==> src/rtl/cp_dma_pkg.sv <==
// ============================================================================
// cp_dma_pkg : shared FSM states, register indices and ctrl bit positions
// Rev 1.0
// ============================================================================
`default_nettype none

package cp_dma_pkg;

  typedef enum logic [3:0] {
    S_IDLE      = 4'd0,
    S_REQ_RD    = 4'd1,
    S_RD        = 4'd2,
    S_REL_RD    = 4'd3,
    S_CORE      = 4'd4,
    S_CORE_WAIT = 4'd5,
    S_REQ_WR    = 4'd6,
    S_WR        = 4'd7,
    S_REL_WR    = 4'd8,
    S_DONE      = 4'd9
  } dma_state_e;

  localparam logic [5:0] REG_CTRL = 6'h00;
  localparam logic [5:0] REG_SRC  = 6'h01;
  localparam logic [5:0] REG_KEY0 = 6'h02;
  localparam logic [5:0] REG_DST  = 6'h0A;
  localparam logic [5:0] REG_PERF = 6'h0B;

  localparam int CTRL_BUSY = 31;
  localparam int CTRL_GO   = 30;
  localparam int CTRL_BITS = 29;
  localparam int CTRL_ENC  = 28;
  localparam int CTRL_ERR  = 27;
  localparam int CTRL_INT  = 26;

endpackage

`default_nettype wire

==> src/rtl/cp_dma_regs.sv <==
// ============================================================================
// cp_dma_regs : CPU register file, read mux, go/interrupt-clear decode
// Rev 1.0   (reg 0x0B readable only with CP_DMA_PERF_CNT_EN)
// ============================================================================
`default_nettype none

module cp_dma_regs
  import cp_dma_pkg::*;
#(
  parameter int ADDR_W    = 20,
  parameter int DATA_W    = 32,
  parameter int BLK_WORDS = 4,
  parameter int KEY_WORDS = 8,
  parameter int LEN_W     = 16
) (
  input  logic                        clk,
  input  logic                        rst,
  input  logic                        we_cpu,
  input  logic [5:0]                  addr_cpu,
  input  logic [DATA_W-1:0]           wrData_cpu,
  output logic [DATA_W-1:0]           rdData_cpu,
  input  logic                        busy,
  input  logic                        set_int,
`ifdef CP_DMA_PERF_CNT_EN
  input  logic [DATA_W-1:0]           perf,
`endif
  output logic                        start,
  output logic [LEN_W-1:0]            start_len,
  output logic                        start_bits,
  output logic                        start_enc,
  output logic [ADDR_W-1:0]           src,
  output logic [ADDR_W-1:0]           dst,
  output logic [KEY_WORDS*DATA_W-1:0] key,
  output logic                        int_pend
);

  localparam logic [LEN_W-1:0] BLK_LEN = LEN_W'(BLK_WORDS);

  logic             wr_en;
  logic             go_wr;
  logic             len_ok;
  logic             err;
  logic             bits;
  logic             encode;
  logic [LEN_W-1:0] length;

  assign wr_en      = we_cpu && !busy;
  assign go_wr      = wr_en && (addr_cpu == REG_CTRL) && wrData_cpu[CTRL_GO];
  assign start_len  = wrData_cpu[LEN_W-1:0];
  assign start_bits = wrData_cpu[CTRL_BITS];
  assign start_enc  = wrData_cpu[CTRL_ENC];
  assign len_ok     = (start_len != '0) && ((start_len % BLK_LEN) == '0);
  assign start      = go_wr && len_ok;

  always_ff @(posedge clk) begin
    if (!rst) begin
      bits     <= 1'b0;
      encode   <= 1'b0;
      length   <= '0;
      err      <= 1'b0;
      int_pend <= 1'b0;
      src      <= '0;
      dst      <= '0;
      key      <= '0;
    end else begin
      if (set_int) int_pend <= 1'b1;
      if (wr_en) begin
        // Any ctrl write clears status; a rejected go reports completion at once.
        if (addr_cpu == REG_CTRL) begin
          bits     <= start_bits;
          encode   <= start_enc;
          length   <= start_len;
          int_pend <= go_wr && !len_ok;
          err      <= go_wr && (start_len != '0) && !len_ok;
        end
        if (addr_cpu == REG_SRC) src <= wrData_cpu[ADDR_W-1:0];
        if (addr_cpu == REG_DST) dst <= wrData_cpu[ADDR_W-1:0];
        for (int i = 0; i < KEY_WORDS; i++) begin
          if (addr_cpu == REG_KEY0 + 6'(i))
            key[(KEY_WORDS-1-i)*DATA_W +: DATA_W] <= wrData_cpu;
        end
      end
    end
  end

  always_comb begin
    rdData_cpu = '0;
    if (addr_cpu == REG_CTRL) begin
      rdData_cpu[CTRL_BUSY]  = busy;
      rdData_cpu[CTRL_BITS]  = bits;
      rdData_cpu[CTRL_ENC]   = encode;
      rdData_cpu[CTRL_ERR]   = err;
      rdData_cpu[CTRL_INT]   = int_pend;
      rdData_cpu[LEN_W-1:0]  = length;
    end else if (addr_cpu == REG_SRC) begin
      rdData_cpu = DATA_W'(src);
    end else if (addr_cpu == REG_DST) begin
      rdData_cpu = DATA_W'(dst);
`ifdef CP_DMA_PERF_CNT_EN
    end else if (addr_cpu == REG_PERF) begin
      rdData_cpu = perf;
`endif
    end
    for (int i = 0; i < KEY_WORDS; i++) begin
      if (addr_cpu == REG_KEY0 + 6'(i))
        rdData_cpu = key[(KEY_WORDS-1-i)*DATA_W +: DATA_W];
    end
  end

endmodule

`default_nettype wire

==> src/rtl/cp_dma_engine.sv <==
// ============================================================================
// cp_dma_engine : block DMA front-end for the cipher core (HOLD/HOLD_ACK bus)
// Rev 1.0   (optional go-to-done cycle counter: CP_DMA_PERF_CNT_EN)
// ============================================================================
`default_nettype none

module cp_dma_engine
  import cp_dma_pkg::*;
#(
  parameter int ADDR_W    = 20,
  parameter int DATA_W    = 32,
  parameter int BLK_WORDS = 4,
  parameter int KEY_WORDS = 8,
  parameter int LEN_W     = 16
) (
  input  logic                        clk,
  input  logic                        rst,
  input  logic                        we_cpu,
  input  logic [5:0]                  addr_cpu,
  input  logic [DATA_W-1:0]           wrData_cpu,
  output logic [DATA_W-1:0]           rdData_cpu,
  output logic                        HOLD,
  input  logic                        HOLD_ACK,
  output logic                        we_dma,
  output logic [ADDR_W-1:0]           addr_dma,
  input  logic [DATA_W-1:0]           wrData_dma,
  output logic [DATA_W-1:0]           rdData_dma,
  output logic                        INT,
  output logic                        core_start,
  output logic                        core_encode,
  output logic                        core_bits,
  output logic [KEY_WORDS*DATA_W-1:0] core_key,
  output logic [BLK_WORDS*DATA_W-1:0] core_din,
  input  logic [BLK_WORDS*DATA_W-1:0] core_dout,
  input  logic                        core_done
);

  localparam int                IDX_W     = (BLK_WORDS > 1) ? $clog2(BLK_WORDS) : 1;
  localparam logic [IDX_W-1:0]  LAST_IDX  = IDX_W'(BLK_WORDS - 1);
  localparam logic [ADDR_W-1:0] BLK_BYTES = ADDR_W'(4 * BLK_WORDS);
  localparam logic [LEN_W-1:0]  BLK_LEN   = LEN_W'(BLK_WORDS);

  dma_state_e                  state;
  dma_state_e                  state_nxt;
  logic [IDX_W-1:0]            widx;
  logic [ADDR_W-1:0]           cur_src;
  logic [ADDR_W-1:0]           cur_dst;
  logic [LEN_W-1:0]            remaining;
  logic [BLK_WORDS*DATA_W-1:0] blk_in;
  logic [BLK_WORDS*DATA_W-1:0] blk_out;
  logic                        cur_bits;
  logic                        cur_enc;
  logic [KEY_WORDS*DATA_W-1:0] cur_key;

  logic                        busy;
  logic                        set_int;
  logic                        start;
  logic [LEN_W-1:0]            start_len;
  logic                        start_bits;
  logic                        start_enc;
  logic [ADDR_W-1:0]           src;
  logic [ADDR_W-1:0]           dst;
  logic [KEY_WORDS*DATA_W-1:0] key;
  logic                        int_pend;

  assign busy    = (state != S_IDLE);
  assign set_int = (state == S_DONE);

`ifdef CP_DMA_PERF_CNT_EN
  logic [DATA_W-1:0] perf;
  logic              go_wr;

  assign go_wr = we_cpu && !busy && (addr_cpu == REG_CTRL) && wrData_cpu[CTRL_GO];

  // Counts every busy cycle including DONE, so it stops once INT is up.
  always_ff @(posedge clk) begin
    if (!rst)                    perf <= '0;
    else if (go_wr)              perf <= '0;
    else if (busy && perf != '1) perf <= perf + DATA_W'(1);
  end
`endif

  cp_dma_regs #(
    .ADDR_W    (ADDR_W),
    .DATA_W    (DATA_W),
    .BLK_WORDS (BLK_WORDS),
    .KEY_WORDS (KEY_WORDS),
    .LEN_W     (LEN_W)
  ) u_regs (
    .clk        (clk),
    .rst        (rst),
    .we_cpu     (we_cpu),
    .addr_cpu   (addr_cpu),
    .wrData_cpu (wrData_cpu),
    .rdData_cpu (rdData_cpu),
    .busy       (busy),
    .set_int    (set_int),
`ifdef CP_DMA_PERF_CNT_EN
    .perf       (perf),
`endif
    .start      (start),
    .start_len  (start_len),
    .start_bits (start_bits),
    .start_enc  (start_enc),
    .src        (src),
    .dst        (dst),
    .key        (key),
    .int_pend   (int_pend)
  );

  assign INT         = int_pend;
  assign core_bits   = cur_bits;
  assign core_encode = cur_enc;
  assign core_key    = cur_key;
  assign core_din    = blk_in;

  always_ff @(posedge clk) begin
    if (!rst) state <= S_IDLE;
    else      state <= state_nxt;
  end

  always_comb begin
    state_nxt  = state;
    HOLD       = 1'b0;
    we_dma     = 1'b0;
    addr_dma   = '0;
    rdData_dma = '0;
    core_start = 1'b0;
    unique case (state)
      S_IDLE: if (start) state_nxt = S_REQ_RD;
      S_REQ_RD: begin
        HOLD = 1'b1;
        if (HOLD_ACK) state_nxt = S_RD;
      end
      S_RD: begin
        HOLD     = 1'b1;
        addr_dma = cur_src + ADDR_W'({widx, 2'b00});
        if (HOLD_ACK && widx == LAST_IDX) state_nxt = S_REL_RD;
      end
      S_REL_RD: if (!HOLD_ACK) state_nxt = S_CORE;
      S_CORE: begin
        core_start = 1'b1;
        state_nxt  = S_CORE_WAIT;
      end
      S_CORE_WAIT: if (core_done) state_nxt = S_REQ_WR;
      S_REQ_WR: begin
        HOLD = 1'b1;
        if (HOLD_ACK) state_nxt = S_WR;
      end
      S_WR: begin
        // Strobe only while granted; the word index freezes across a stall.
        HOLD       = 1'b1;
        we_dma     = HOLD_ACK;
        addr_dma   = cur_dst + ADDR_W'({widx, 2'b00});
        rdData_dma = blk_out[widx*DATA_W +: DATA_W];
        if (HOLD_ACK && widx == LAST_IDX) state_nxt = S_REL_WR;
      end
      S_REL_WR: if (!HOLD_ACK) state_nxt = (remaining == BLK_LEN) ? S_DONE : S_REQ_RD;
      S_DONE:   state_nxt = S_IDLE;
      default:  state_nxt = S_IDLE;
    endcase
  end

  always_ff @(posedge clk) begin
    if (!rst) begin
      widx      <= '0;
      cur_src   <= '0;
      cur_dst   <= '0;
      remaining <= '0;
      blk_in    <= '0;
      blk_out   <= '0;
      cur_bits  <= 1'b0;
      cur_enc   <= 1'b0;
      cur_key   <= '0;
    end else begin
      unique case (state)
        S_IDLE: if (start) begin
          cur_src   <= src;
          cur_dst   <= dst;
          remaining <= start_len;
          cur_bits  <= start_bits;
          cur_enc   <= start_enc;
          cur_key   <= key;
          widx      <= '0;
        end
        S_RD: if (HOLD_ACK) begin
          blk_in[widx*DATA_W +: DATA_W] <= wrData_dma;
          widx <= (widx == LAST_IDX) ? '0 : widx + IDX_W'(1);
        end
        S_CORE_WAIT: if (core_done) blk_out <= core_dout;
        S_WR: if (HOLD_ACK) widx <= (widx == LAST_IDX) ? '0 : widx + IDX_W'(1);
        S_REL_WR: if (!HOLD_ACK) begin
          cur_src   <= cur_src + BLK_BYTES;
          cur_dst   <= cur_dst + BLK_BYTES;
          remaining <= remaining - BLK_LEN;
        end
        default: ;
      endcase
    end
  end

endmodule

`default_nettype wire

==> config.mk <==
export PLATFORM = sky130hd
export DESIGN_NAME = cp_dma_engine
export DESIGN_NICKNAME = d
export VERILOG_FILES = /design/src/rtl/cp_dma_pkg.sv /design/src/rtl/cp_dma_regs.sv /design/src/rtl/cp_dma_engine.sv
export SDC_FILE = /design/constraint.sdc
export NUM_CORES = 2
export LEC_CHECK = 0
export ABC_CLOCK_PERIOD_IN_PS = 7700
export BUFFER_PORTS_ARGS = -buffer_cell sky130_fd_sc_hd__buf_2
export CORE_ASPECT_RATIO = 1.4
export CORE_MARGIN = 5
export CORE_UTILIZATION = 29
export CTS_CLUSTER_DIAMETER = 40
export DETAILED_ROUTE_END_ITERATION = 12
export GPL_TIMING_DRIVEN = 0
export PLACE_DENSITY = 0.43
export SLEW_MARGIN = 20
export SYNTH_ARGS = -nofsm -noshare
export SYNTH_HDL_FRONTEND = slang
export SYNTH_SLANG_ARGS = --single-unit
==> constraint.sdc <==
create_clock -name clk -period 7.7 [get_ports clk]
set_input_delay 0.385 -clock clk [delete_from_list [all_inputs] [get_ports clk]]
set_output_delay 0.385 -clock clk [all_outputs]
set_load 0.05 [all_outputs]
# ---- After elaboration in Yosys (flattened, before gate mapping)
# Index checks and enable logic that the tools add are counted.
dict set report op_classes {
  addsub 7
  eq_ne 30
  n_shift 3
  mux 47
  reduce_logical 37
}
# cell n
set ops {}
lappend ops {{$mux W32} 9}
lappend ops {{$bwmux W128} 1}
lappend ops {{$shift A32 B34 Y128 const A} 1}
lappend ops {{$shiftx A128 B8 Y32} 1}
lappend ops {{$shiftx A32 B34 Y128} 1}
lappend ops {{$mux W20} 6}
lappend ops {{$pmux W20 S2} 3}
lappend ops {{$mux W16} 3}
lappend ops {{$mux W4} 11}
lappend ops {{$add A20 B4 Y20} 2}
lappend ops {{$add A20 B5 Y20 const B} 2}
lappend ops {{$pmux W4 S9} 1}
lappend ops {{$neg A7 Y34} 1}
lappend ops {{$pmux W16 S2} 1}
lappend ops {{$reduce_and A2 Y1} 14}
lappend ops {{$eq A6 B3 Y1 const B} 4}
lappend ops {{$eq A6 B4 Y1 const B} 3}
lappend ops {{$eq A16 B3 Y1 const B} 1}
lappend ops {{$eq A4 B3 Y1 const B} 4}
lappend ops {{$logic_not A16 Y1} 1}
lappend ops {{$ne A2 B2 Y1 const B} 8}
lappend ops {{$reduce_bool A16 Y1} 1}
lappend ops {{$sub A16 B3 Y16 const B} 1}
lappend ops {{$eq A6 B2 Y1 const B} 2}
lappend ops {{20 further kinds} 42}
dict set report word_totals {
  regBits 892
  in_bits 203
  out_inout_bits 474
  word_cells 149
}

# ---- Longest topological paths before layout
dict set report logic_depth {
  ltp_word 12
  depth_mapped 15
  ltp_nobuf 10
}

# ---- Cells and area by module
# A second synthesis with hierarchy kept.
dict set report unflattened {
  cells_unflattened 4778
  hier_area_um2 37674.9
}
# module instances cells_per_inst area_per_inst_um2 seq_area_each_um2
set modules_own_cells {}
lappend modules_own_cells {cp_dma_engine 1 2978 23237.3 11531.1}
lappend modules_own_cells {cp_dma_regs 1 1800 14437.6 6326.1}

# ---- Worst setup path before layout
# OpenSTA, ideal clock, no wires.
dict set report synth_timing {
  path_kind {register to output}
  from {reg state[1]}
  to {out addr_dma[6]}
  t_arrival_ps 3840
  t_required_ps 7315
  path_slack_ps 3475
  stages_incl_launch_ff 16
  path_buffers 5
  path_cell_list {dfxtp_1 buf_4 and4b_1 buf_6 clkbuf_1 clkbuf_1 clkbuf_1 nand2_1 nand2_1 ha_1 inv_1 fa_1 nor2_1 nand2_1 or3_1 a31oi_1}
}
dict set report synth_between {
  elab_chain_len 2
  word_cells_on_any_way 3
  cone_classes {eq/ne: 2; mux: 1}
}
# element line
set synth_rtl {}
lappend synth_rtl {{start: declaration} cp_dma_engine.sv:43} ;# dma_state_e state;
lappend synth_rtl {{start signal: assignment} cp_dma_engine.sv:119} ;# else state <= state_nxt;
lappend synth_rtl {{$eq A4 B3 Y1 or $eq A4 B2 Y1 (tied branches)} cp_dma_engine.sv:129} ;# unique case (state)
lappend synth_rtl {{$pmux W20 S2 (*)} cp_dma_engine.sv:129}
lappend synth_rtl {{end: declaration} cp_dma_engine.sv:25} ;# output logic [ADDR_W-1:0] addr_dma,
# Every way passes the cells marked *; elsewhere a longest branch is shown, timed or not.

# ---- Worst setup path in the final report
# Same ends and word-level chain as after synthesis.

==> impl_metrics.toml <==
[outcome]
outcome = "complete, no violations"

[sta]
slew_viol_final = 0
tns_ns = 0
skew_ns = 0.02428
worst_slew_pin_slew_ns = 1.231
slew-limit-headroom_pct = 17.94
finalHoldViolCount = 0
setup_viol = 0
hold-worst-slack_ns = 0.06294
clock.fmax_mhz = 169.9
min_period_ns = 5.885
fin_crit_sh_pct = 76.43
rsz0062_at_grt = "no"

[synth]
synth_seq_area_share_pct = 45.93
postSynthAreaPerCell_sq_um = 8.084
yosys-top-cells-count = "1,670 x nand2_1, 892 x dfxtp_1, 818 x a21boi_0, 357 x clkbuf_1, 175 x nand3_1"
synthCells = 4810
synth_edf_count = 0
ys.flop_type = "dfxtp_1"
ys_seq_elements = 892
synth_area_leader_cell = "dfxtp_1"
synth_async_sr_flop_share_pct = 0
yosysMostFrequentCell = "nand2_1"
synthesis.nets = 5026
synth_top_area_share_pct = 45.93
synth_area_leaders = "dfxtp_1 46%, nand2_1 16%, a21boi_0 16%"
syn_area_sq_um = 38880
yosysUniqueCellTypes = 71
ys_warn_count = 0

[layout]
area_growth_pct = 31.02
nNetsFinal = 6013
drive_above_1_share_pct = 17.52
fillerInstances = 14130

[hold_path]
hp-class = "in2reg"
whs_path_depth = 4
hold_start = "wrData_cpu[18]"
hold_end = "u_regs.key[242]"

[worst_setup_path]
required_ns = 7.32
start_kind = "flop"
crit_buf_inv = 7
critical-path-top-delay-family = "buffers and inverters"
reg2reg_slack_ns = 3.09
critPathMaxFanout = 10
worst_r2r_path_depth = 9
worst_path_max_delay_cell = "clkbuf_1"
crit_type = "reg2out"
r2r-end = "core_din[48]"
worstReg2RegStart = "widx[1]"
arrival_ns = 5.50
max_stage_delay_ns = 0.66
end_kind = "output port"
worstPathCellList = "buf_4 > and4b_1 > buf_6 > clkbuf_1 > clkbuf_1 > clkbuf_1 > nand2_1 > nand2_1 > ha_1 > inv_1 > fa_1 > nor2_1 > nand2_1 > or3_1 > a31oi_1 > buf_2"

[placed_design]
post-dp-hpwl_microns = 154600
port_buffers = 660
finalWeightedCongestion = 0.9864

[routing]
drtPass1Iterations = 6
wl_per_cell_microns = 26.14
drt_iter0_drc = 3192
num_vias = 38890
via_per_inst = 5.060
drtAntennaViolNets = 0
drc = 0
routed_wirelength_microns = 200900

[grt]
grtUsageTotal_pct = 27.17
grt_pass1_wl_microns = 282200
antenna_found_initial = 13
grt_pass1_vias = 38340
grt_max_degree = 17
overflow = 0

[clock_network]
htree_levels = 4
post_cts_buffers = 0
clkSinkCount = 892
clock_path_buffers = 3
cts_tree = "built"
cts_buffers = 136
cts_root_buf = "clkbuf_16"
path_clk_slew_ns = 0.06
worst_skew_pair.late_latency_ns = 0.78

[die]
die_w_microns = 319.5
fp.dieH_microns = 443.3
ios = 677
coreArea_sq_um = 133700
start_util_pct = 29.08
placementRows = 159
die_area_sq_um = 141600

[pwr]
peakVddDrop_v = 0.0002388
cellPowerDensity_nw_per_um2 = 224.4
total_power_mw = 11.43
cellLeakagePower_nw = 18.76

[job]
drv_cap = 0
## metrics by stage
| step | std cells | instance area, sq um | setup WS, ns | util, % |
|---|---|---|---|---|
| 3_5_place_dp | 7246 | 44520 | 2.528 | 33.30 |
| 4_1_cts | 7677 | 50920 | 1.683 | 38.09 |
| 6_report | 7686 | 50940 | 1.815 | 38.11 |
| 3_3_place_gp | 7241 | 44400 | 2.484 | 33.21 |
| 2_1_floorplan | 4810 | 38880 | 3.475 | - |
| 5_1_grt | 7678 | 50920 | 1.435 | 38.09 |
## how the worst max path moves through the flow
stage | start | end | depth (start not counted)
finish | state[1] | addr_dma[6] | 16
global route | state[1] | addr_dma[6] | 16
detailed placement | state[1] | addr_dma[6] | 16
global placement | state[1] | addr_dma[19] | 16
floorplan | state[1] | addr_dma[6] | 15
CTS | state[1] | addr_dma[6] | 16
## cells in the final DEF (no fill, tap or decap), types with 33 or more instances in the layout
cell type         n
nor2_1          117
buf_2           699
nand2_1        1670
nor2b_1          33
mux2i_1          52
a21boi_0        818
o21ai_0         105
mux4_2           41
and2_1           45
a21oi_1          90
dfxtp_1         892
clkbuf_1        355
nand3_1         175
clkbuf_16       138
dlygate4sd3_1   184
## routing by layer
| metal | track usage [%] | share of wire (%) | vias up |
|---|---|---|---|
| met5 | 0 | 0.0095 | - |
| met4 | 11.75 | 5.0 | 2 |
| met1 | 33.61 | 41 | 18920 |
| met3 | 5.982 | 6.8 | 358 |
| met2 | 45.58 | 47 | 1407 |
| li1 | - | - | 18200 |
## area by class of cell
class | count | area (sq um) | area share [%]
sequential | 892 | 17860 | 35.05
timing repair buffer | 849 | 5240 | 10.29
multi-input combinational | 3480 | 19280 | 37.85
clock buffer | 171 | 3747 | 7.356
tap | 1771 | 2216 | 4.350
buffer | 424 | 1715 | 3.367
inverter | 14 | 52.55 | 0.1032
clock inverter | 76 | 808.3 | 1.587
antenna | 9 | 22.52 | 0.04421
## registers in the layout (all words and copies together) (netlist names)
| name | count |
|---|---|
| blk_out | 128 |
| core_bits | 1 |
| core_din | 128 |
| core_encode | 1 |
| core_key | 256 |
| cur_dst | 20 |
| cur_src | 20 |
| remaining | 16 |
| state | 4 |
| u_regs.bits | 1 |
| u_regs.dst | 20 |
| u_regs.encode | 1 |
| u_regs.err | 1 |
| u_regs.int_pend | 1 |
| u_regs.key | 256 |
| u_regs.length | 16 |
| u_regs.src | 20 |
| widx | 2 |
## kinds of logic after synthesis
kind of cell,Yosys count,synth area share (%)
flip-flops,892,45.93
XOR/XNOR,19,0.4280
AO/OA/AOI/OAI,1202,22.13
buffers and inverters,438,4.489
adder cells (fa/ha/maj),13,0.4376
multiplexers,105,4.061
AND/OR/NAND/NOR,2141,22.53
## worst min-delay path, cell delays in order
cell and delay (ns):
clkbuf_2 0.10, buf_12 0.17, nand2_1 0.07, a21boi_0 0.07
## power breakdown
group	switching, mW	total [mW]	internal [mW]	leakage, nW
logic	0.350	0.553	0.204	9.38
registers	0.0106	4.64	4.63	7.18
clock network	2.50	6.25	3.74	2.20
total	2.86	11.4	8.57	18.8
## what timing repair did
item | in CTS | in global routing
hold buffers | 184 | 0
gates resized for setup | 0 | 0
hold endpoints to repair | 336 | 0
No activity file was read; power rests on OpenSTA's default activity.
